$ cat config.mk
export PLATFORM = sky130hd
export DESIGN_NAME = shift_seq_ctrl_flat
export DESIGN_NICKNAME = d
export VERILOG_FILES = /design/src/rtl/shift_seq_pkg.sv /design/src/rtl/shift_seq_ctrl_if.sv /design/src/rtl/shift_seq_ctrl_chain.sv /design/src/rtl/shift_seq_ctrl.sv /design/src/flat_wrapper.sv
export SDC_FILE = /design/constraint.sdc
export NUM_CORES = 1
export LEC_CHECK = 0
export CAP_MARGIN = 20
export CORE_MARGIN = 8
export CORE_UTILIZATION = 25
export DETAILED_ROUTE_END_ITERATION = 10
export PLACE_DENSITY = 0.42
export SLEW_MARGIN = 20
export SYNTH_ARGS = -nofsm -noshare
export SYNTH_HDL_FRONTEND = slang
export SYNTH_SLANG_ARGS = --single-unit
$ cat constraint.sdc
create_clock -name clk -period 3.9 [get_ports clk]
set_clock_uncertainty 0.1 [all_clocks]
set_input_delay 0.975 -clock clk [delete_from_list [all_inputs] [get_ports clk]]
set_output_delay 0.975 -clock clk [all_outputs]
set_load 0.03 [all_outputs]
$ cat src/rtl/shift_seq_pkg.sv
// Shared definitions for the serial shift sequencer.
//   state_t   : FSM state encoding (IDLE/LOAD/SHIFT/DONE).
//   cnt_width : width of a counter spanning 0..n-1, never less than 1 bit.
package shift_seq_pkg;

  typedef enum logic [1:0] {
    IDLE  = 2'd0,
    LOAD  = 2'd1,
    SHIFT = 2'd2,
    DONE  = 2'd3
  } state_t;

  localparam int unsigned MIN_CNT_W = 1;

  function automatic int unsigned cnt_width(input int unsigned n);
    return (n <= 1) ? MIN_CNT_W : $clog2(n);
  endfunction

endpackage

$ cat src/rtl/shift_seq_ctrl_if.sv
// Handshake and serial-output bundle for shift_seq_ctrl.
//   master : producer/consumer side (drives in_valid, in_data, abort)
//   slave  : controller side (drives in_ready, ser_out, ser_valid, busy, done)
interface shift_seq_ctrl_if #(
  parameter int unsigned WIDTH = 8
);

  logic             in_valid;
  logic [WIDTH-1:0] in_data;
  logic             in_ready;
  logic             abort;
  logic             ser_out;
  logic             ser_valid;
  logic             busy;
  logic             done;

  modport master (
    output in_valid, in_data, abort,
    input  in_ready, ser_out, ser_valid, busy, done
  );

  modport slave (
    input  in_valid, in_data, abort,
    output in_ready, ser_out, ser_valid, busy, done
  );

endinterface

$ cat src/rtl/shift_seq_ctrl_chain.sv
// shift_chain: parallel-load, shift-left register feeding the serial output.
//   clk, rst : clock, synchronous active-high reset
//   load     : capture din (has priority over shift)
//   shift    : shift left by one, zero fill
//   din      : parallel word
//   msb      : current most significant bit
module shift_chain #(
  parameter int unsigned W = 8
) (
  input  logic         clk,
  input  logic         rst,
  input  logic         load,
  input  logic         shift,
  input  logic [W-1:0] din,
  output logic         msb
);

  logic [W-1:0] q;

  always_ff @(posedge clk) begin
    if (rst) begin
      q <= '0;
    end else if (load) begin
      q <= din;
    end else if (shift) begin
      q <= q << 1;
    end
  end

  assign msb = q[W-1];

endmodule

$ cat src/rtl/shift_seq_ctrl.sv
// shift_seq_ctrl: accepts a parallel word over valid/ready and shifts it out
// MSB-first, each bit held DIV clocks, followed by a one-cycle done pulse.
//   clk, rst  : clock, synchronous active-high reset
//   bus.slave : in_valid/in_data/in_ready handshake, abort,
//               ser_out/ser_valid serial output, busy, done
// Build option: SHIFT_SEQ_PARITY_EN appends an even-parity bit after the LSB.
module shift_seq_ctrl
  import shift_seq_pkg::*;
#(
  parameter int unsigned WIDTH = 8,
  parameter int unsigned DIV   = 2
) (
  input logic             clk,
  input logic             rst,
  shift_seq_ctrl_if.slave bus
);

`ifdef SHIFT_SEQ_PARITY_EN
  localparam int unsigned NBITS = WIDTH + 1;
`else
  localparam int unsigned NBITS = WIDTH;
`endif

  localparam int unsigned DIV_W = cnt_width(DIV);
  localparam int unsigned BIT_W = cnt_width(NBITS);
  localparam logic [DIV_W-1:0] DIV_LAST = DIV_W'(DIV - 1);
  localparam logic [BIT_W-1:0] BIT_LAST = BIT_W'(NBITS - 1);

  state_t             state;
  logic [DIV_W-1:0]   div_cnt;
  logic [BIT_W-1:0]   bit_cnt;
  logic               ser_out_q;
  logic               ser_valid_q;
  logic               done_q;

  logic               accept;
  logic               chain_shift;
  logic               chain_msb;
  logic [NBITS-1:0]   chain_din;

  assign bus.in_ready = (state == IDLE) & ~rst;
  assign accept       = bus.in_valid & bus.in_ready;

  // Word (and parity) are captured straight into the chain on accept, so
  // later in_data changes cannot disturb the transfer.
`ifdef SHIFT_SEQ_PARITY_EN
  assign chain_din = {bus.in_data, ^bus.in_data};
`else
  assign chain_din = bus.in_data;
`endif

  assign chain_shift = (state == SHIFT) & ~bus.abort & (div_cnt == DIV_LAST);

  shift_chain #(
    .W(NBITS)
  ) u_chain (
    .clk  (clk),
    .rst  (rst),
    .load (accept),
    .shift(chain_shift),
    .din  (chain_din),
    .msb  (chain_msb)
  );

  always_ff @(posedge clk) begin
    if (rst) begin
      state       <= IDLE;
      div_cnt     <= '0;
      bit_cnt     <= '0;
      ser_out_q   <= 1'b0;
      ser_valid_q <= 1'b0;
      done_q      <= 1'b0;
    end else begin
      unique case (state)
        IDLE: begin
          ser_out_q   <= 1'b0;
          ser_valid_q <= 1'b0;
          done_q      <= 1'b0;
          if (accept) begin
            state <= LOAD;
          end
        end

        LOAD: begin
          div_cnt <= '0;
          bit_cnt <= '0;
          state   <= bus.abort ? IDLE : SHIFT;
        end

        // Serial outputs are registered from the chain, so each bit appears
        // one clock after the state/counter that selected it.
        SHIFT: begin
          if (bus.abort) begin
            state       <= IDLE;
            ser_out_q   <= 1'b0;
            ser_valid_q <= 1'b0;
            div_cnt     <= '0;
            bit_cnt     <= '0;
          end else begin
            ser_out_q   <= chain_msb;
            ser_valid_q <= 1'b1;
            if (div_cnt == DIV_LAST) begin
              div_cnt <= '0;
              if (bit_cnt == BIT_LAST) begin
                bit_cnt <= '0;
                state   <= DONE;
              end else begin
                bit_cnt <= bit_cnt + 1'b1;
              end
            end else begin
              div_cnt <= div_cnt + 1'b1;
            end
          end
        end

        // DONE holds until the registered pulse has been presented, so the
        // pulse and the return to IDLE stay aligned with the lagged outputs.
        DONE: begin
          ser_out_q   <= 1'b0;
          ser_valid_q <= 1'b0;
          if (done_q) begin
            done_q <= 1'b0;
            state  <= IDLE;
          end else begin
            done_q <= 1'b1;
          end
        end

        default: state <= IDLE;
      endcase
    end
  end

  assign bus.ser_out   = ser_out_q;
  assign bus.ser_valid = ser_valid_q;
  assign bus.done      = done_q;
  assign bus.busy      = (state == LOAD) | (state == SHIFT);

endmodule
$ cat src/flat_wrapper.sv
// flat-port wrapper written by rule: the top's interface ports become plain ports
module shift_seq_ctrl_flat import shift_seq_pkg::*;
#(
  parameter int unsigned WIDTH = 8,
  parameter int unsigned DIV   = 2
)
  (clk, rst, bus_in_valid, bus_in_data, bus_abort, bus_in_ready, bus_ser_out, bus_ser_valid, bus_busy, bus_done);
  shift_seq_ctrl_if #(.WIDTH(WIDTH)) bus_i ();
  input logic clk;
  input logic rst;
  input wire logic [$bits(bus_i.in_valid)-1:0] bus_in_valid;
  input wire logic [$bits(bus_i.in_data)-1:0] bus_in_data;
  input wire logic [$bits(bus_i.abort)-1:0] bus_abort;
  output wire logic [$bits(bus_i.in_ready)-1:0] bus_in_ready;
  output wire logic [$bits(bus_i.ser_out)-1:0] bus_ser_out;
  output wire logic [$bits(bus_i.ser_valid)-1:0] bus_ser_valid;
  output wire logic [$bits(bus_i.busy)-1:0] bus_busy;
  output wire logic [$bits(bus_i.done)-1:0] bus_done;
  assign bus_i.in_valid = bus_in_valid;
  assign bus_i.in_data = bus_in_data;
  assign bus_i.abort = bus_abort;
  assign bus_in_ready = bus_i.in_ready;
  assign bus_ser_out = bus_i.ser_out;
  assign bus_ser_valid = bus_i.ser_valid;
  assign bus_busy = bus_i.busy;
  assign bus_done = bus_i.done;
  shift_seq_ctrl #(.WIDTH(WIDTH), .DIV(DIV)) u_core (.clk(clk), .rst(rst), .bus(bus_i));
endmodule
## Yosys cells after proc, flatten, opt, wreduce, memory -nomap -nowiden

Cells that the tools add are included.
Widths: inputs -> output; s select.

| storage, ports and cells | value |
|---|---|
| bits in registers | 17 |
| output and inout bits | 5 |
| logic and storage cells | 54 |

| operators by class | value |
|---|---|
| eq/ne operators | 8 |
| add/sub/neg operators | 2 |
| muxes and demuxes | 22 |
| bitwise operators | 7 |
| reductions and logical operators | 8 |

Operators by type and width:

| cell | number |
|---|---|
| $mux 8 | 2 |
| $mux 2 | 6 |
| $mux 3 | 3 |
| $pmux 1 s2 | 4 |
| $pmux 2 s4 | 1 |
| $reduce_bool 2->1 | 4 |
| $ne 3x2->1 const B | 2 |
| $pmux 3 s2 | 1 |
| $mux 1 | 5 |
| $and 1x1->1 | 4 |
| $eq 2x2->1 const B | 2 |
| $ne 2x1->1 const B | 2 |
| $reduce_and 4->1 | 1 |
| $add 3x1->3 const B | 1 |
| $eq 3x3->1 const B | 1 |
| $eq 2x1->1 const B | 1 |
| $logic_not 2->1 | 1 |
| $not 1->1 | 2 |
| $reduce_and 2->1 | 1 |
| $reduce_or 2->1 | 1 |
| $add 1x1->1 const B | 1 |
| $or 1x1->1 | 1 |

## Longest topological paths before layout

| depth | value |
|---|---|
| depth after elaboration | 5 |
| depth in mapped cells | 6 |
| gate-level depth less buffers | 5 |

## Modules after synthesis

From an unflattened synthesis, not the netlist that was laid out.

| second synthesis, totals | value |
|---|---|
| cell total of the unflattened synthesis | 93 |
| area, all modules | 909.6 um^2 |

Modules (own cells, without submodules):

| module | times used | area an instance (um^2) | sequential area each (um^2) | cells an instance |
|---|---|---|---|---|
| shift_seq_ctrl | 1 | 540.5 | 180.2 | 58 |
| shift_chain | 1 | 369.1 | 160.2 | 35 |

## Worst setup path before layout

OpenSTA, ideal clock, no wires.

| timing | value |
|---|---|
| path kind | input -> output |
| from | input port rst |
| to | output port bus_in_ready |
| stages | 2 |
| path buffers | 1 |
| required time | 2.825 ns |
| slack | 1.215 ns |
| arrival | 1.610 ns |
| cell sequence | clkbuf_1 > nor2b_1 |

| on the way | value |
|---|---|
| longest elaborated chain between the ends | 2 |

Ends and longest elaborated chain:

| element | line | source |
|---|---|---|
| start: declaration | flat_wrapper.sv:10 | `input logic rst;` |
| $not 1->1 | shift_seq_ctrl.sv:41 | `assign bus.in_ready = (state == IDLE) & ~rst;` |
| $and 1x1->1 | shift_seq_ctrl.sv:41 |  |
| end: declaration | flat_wrapper.sv:14 | `output wire logic [$bits(bus_i.in_ready)-1:0] bus_in_ready;` |

No other way between the ends.

## Worst setup path in the final report

Ends and elaborated chain as after synthesis.

==> summary.md <==
In the synthesized netlist the async set-or-reset flop fraction comes to 0%. In this run the static leakage power is 0.000436 µW. In this run the cell area of the synthesized design comes to 831 µm².

Of all nets on the critical path, the largest fanout is 2. Setup violations remaining at the end of the flow were counted as 0. Synthesis instantiated 24 different standard cells from the library. TritonCTS built the clock tree. The worst setup path is captured at a primary output. The compound-cell area share of the yosys netlist was 18.5%; the worst-case clock buffer depth was 2. The placeable core region is 0.00326 mm², and the total nets after synthesis is 110. Hold repair after CTS inserted 0 buffers. Detailed placement ended at an HPWL of 1320 µm. Clock tree synthesis found a total of 17 sinks. Once layout is done, the placed cells without fillers occupy 0.00106 mm².

The later pin in the worst-skew pair is clocked with a latency of 0.29 ns. Setup repair after global routing left no endpoint under its margin. Row generation in the floorplan step produced 21 rows. In this run the biggest area consumer among cell types represents 41.0% of the synthesized area. The die width is 73.6 µm. By area, the combinational part of the netlist is dominated by compound AO/OA/AOI/OAI gates.

The routed layout has 695 vias. The number of H-tree branching levels was 1. The placed cell area was 0.00104 mm². Synthesis produced a netlist whose cell count is 92. Based on the critical path, the design can be clocked at up to 308 MHz. The count of antenna-violating nets left after detailed routing is 0. Setup TNS after final layout: 0 ns.

The root buffer cell chosen for the clock tree is sky130_fd_sc_hd__clkbuf_4. Compared with the post-synthesis result, the final layout area differs by 27.9%. The average instance in the mapped netlist occupies 9.03 µm². Post-route DRC violation count: 0. The count of port buffers added during placement works out to 16. Summed over all instances, the cell type with the most area after synthesis is sky130_fd_sc_hd__dfxtp_1. The routed length per placed instance came out at 11.5 µm. The worst pin sits at a relative slew slack of 63.6%. The initial core utilization is 25.5%. On the final layout, the worst hold slack is 0.386 ns. The wire length of the first global-routing pass came out at 3190 µm. The first detailed-routing pass took 4 iterations.

The logs give 155 for the non-filler instance count after layout and 3 for the number of buffers created by CTS. The net count reported at finish was 128; the average vias per placed instance was 4.48. Ranked by total cell area, the synthesized netlist is headed by sky130_fd_sc_hd__dfxtp_1 (41%), sky130_fd_sc_hd__mux2i_1 (9.6%), sky130_fd_sc_hd__ha_1 (9.0%). Vertical die dimension: 73.6 µm. The class of the most critical setup path is in2out. Across the VDD grid, the largest voltage drop is 0.0882 mV. Of the total synthesized cell area, the portion taken by AND, OR, NAND and NOR gates is 15.8%.

Die area: 0.00542 mm². Multiplexer cells account for 9.64% of the synthesized area. The routed design could run at a clock period as short as 3.25 ns. For the required time of the critical path, the log shows 2.82 ns. For this design the ratio of total power to cell area is 338 mW/mm². The post-route fraction of the period consumed by the critical path came out at 83.4%. The kind of launch point of the worst setup path is an input port.

Critical path buffer and inverter count: 2. The kind of cell with the highest combined delay along the critical path is buffers and inverters. Initial antenna violation count: 0. Final weighted congestion in routability-driven placement: 0.752. The parity-gate share of the synthesized area counting xor and xnor cells came out at 0%.

The library cell used most frequently in the layout, excluding fill and tap cells, is sky130_fd_sc_hd__dfxtp_1. The post-synthesis register bit count works out to 17. For the pin with the worst max-slew slack, the measured transition is 0.544 ns. Data on the critical path arrives at its endpoint at 2.18 ns. The count of instances resized after the clock tree is built came out at 0. The number of enable-type register cells in the synthesized netlist works out to 0.

Post-placement cell count: 151. The total count of max-transition violations in the final report is 0. The most used cell along the critical path is sky130_fd_sc_hd__clkdlybuf4s50_1. The repair_antennas step left the layout with diodes totalling 0.

Among all flip-flop cells after synthesis, the most frequent one is sky130_fd_sc_hd__dfxtp_1. The tool flagged a number of max-cap violations equal to 0. The run finished with clean final reports. Global routing used 7.43% of the available tracks.

The library cells used most frequently in the layout, excluding fill and tap cells, are sky130_fd_sc_hd__dfxtp_1 (17), sky130_fd_sc_hd__clkdlybuf4s50_1 (16), sky130_fd_sc_hd__a21oi_1 (12). For the via count of the first global-routing pass, the log shows 759. The tools report the number of endpoints with negative hold slack in the final report as 0. The cell with the largest stage delay on the worst path is sky130_fd_sc_hd__clkdlybuf4s50_1. Clock-pin slew of the registers on the worst-case setup and hold paths: 0.10 ns.

The count of yosys warnings during synthesis is 0. The tightest min-delay check is of the reg2reg type. For this run the aggregate overflow at the end of global routing stands at 0. Traced cell by cell, the critical path runs through clkdlybuf4s50_1, nor2b_1, clkdlybuf4s50_1.

The fraction of layout cells with a size suffix above 1 was 5.50%; the register area share after synthesis was 41.0%. In this run the post-CTS setup repair buffer count came out at 0. During I/O placement, the number of pins put on the boundary was 17. After Yosys synthesis, full adders, half adders and majority gates account for 9.04% of the synthesized area. For this run, the slowest stage of the critical path takes 0.67 ns. In this run, the number of DRC markers left after iteration 0 of detailed routing was 70. Entering global routing, the biggest net connects 17 pins. The routed design has 1780 µm of wire.
==> power breakdown <==
part	total, µW	switching (µW)	internal [µW]
clock	96.3	56.6	39.7
sequential	189	5.33	183
combinational	73.9	39.0	35.0
total	359	101	258
==> area by class of cell <==
class                      instances  area (µm²)
clock buffer                       4        26.3
fill                             380        2200
inverter                           8        30.0
multi-input combinational         63         440
sequential                        17         340
tap                               46        57.6
timing repair buffer              17         168
==> final timing paths <==
check	depth (start not counted)	slack, ns	to	start
worst max register to register	5	2.19	u_core.u_chain.q[7]$_SDFFE_PP0P_	u_core.state[0]$_SDFFE_PP0P_
worst max-delay path	3	0.65	bus_in_ready	rst
worst min register to register	2	0.39	u_core.bit_cnt[2]$_SDFFE_PP0P_	u_core.bit_cnt[2]$_SDFFE_PP0P_
worst min-delay path	2	0.39	u_core.bit_cnt[2]$_SDFFE_PP0P_	u_core.bit_cnt[2]$_SDFFE_PP0P_
==> worst register-to-register path: stages (launching register included) <==
cell,delay [ns]
sky130_fd_sc_hd__dfxtp_1,0.34
sky130_fd_sc_hd__inv_1,0.10
sky130_fd_sc_hd__ha_1,0.25
sky130_fd_sc_hd__nand3b_1,0.42
sky130_fd_sc_hd__o21ai_0,0.31
sky130_fd_sc_hd__a21oi_1,0.07
==> state kept, by name (all words and copies together) (netlist names) <==
signal / count
u_core.div_cnt: 1
u_core.bus.done: 1
u_core.state: 2
u_core.bus.ser_valid: 1
u_core.bit_cnt: 3
u_core.u_chain.q: 8
u_core.bus.ser_out: 1
==> kinds of logic after synthesis <==
family | after synthesis
AO/OA/AOI/OAI | 26
AND/OR/NAND/NOR | 23
flip-flops | 17
buffers and inverters | 12
multiplexers | 8
adder cells (fa/ha/maj) | 6
==> through the flow <==
stage               setup WS, ns  utilization [%]  total power, µW
floorplan                   1.22                -              238
global placement           0.648             31.8              268
detailed placement         0.632             31.8              267
CTS                        0.636             32.6              368
global route               0.590             32.6              382
finish                     0.649             32.6              359
==> cell usage after synthesis (all sizes together) (2+ instances only) <==
cell and instances:
ha 6, dfxtp 17, mux2i 8, nand3b 2
o21ai 8, nor2 5, buf 2, nand2 5
nor2b 4, inv 8, a21oi 12, o32ai 3
clkbuf 2, nor3b 2
==> layer usage <==
metal	global-route usage (%)	routed length [µm]	vias to the layer above
met2	12.0	801	10
met4	3.33	14	0
met5	0	0	-
li1	-	-	361
met1	8.94	894	322
met3	1.91	64	2
(Power assumes the default switching activity.)
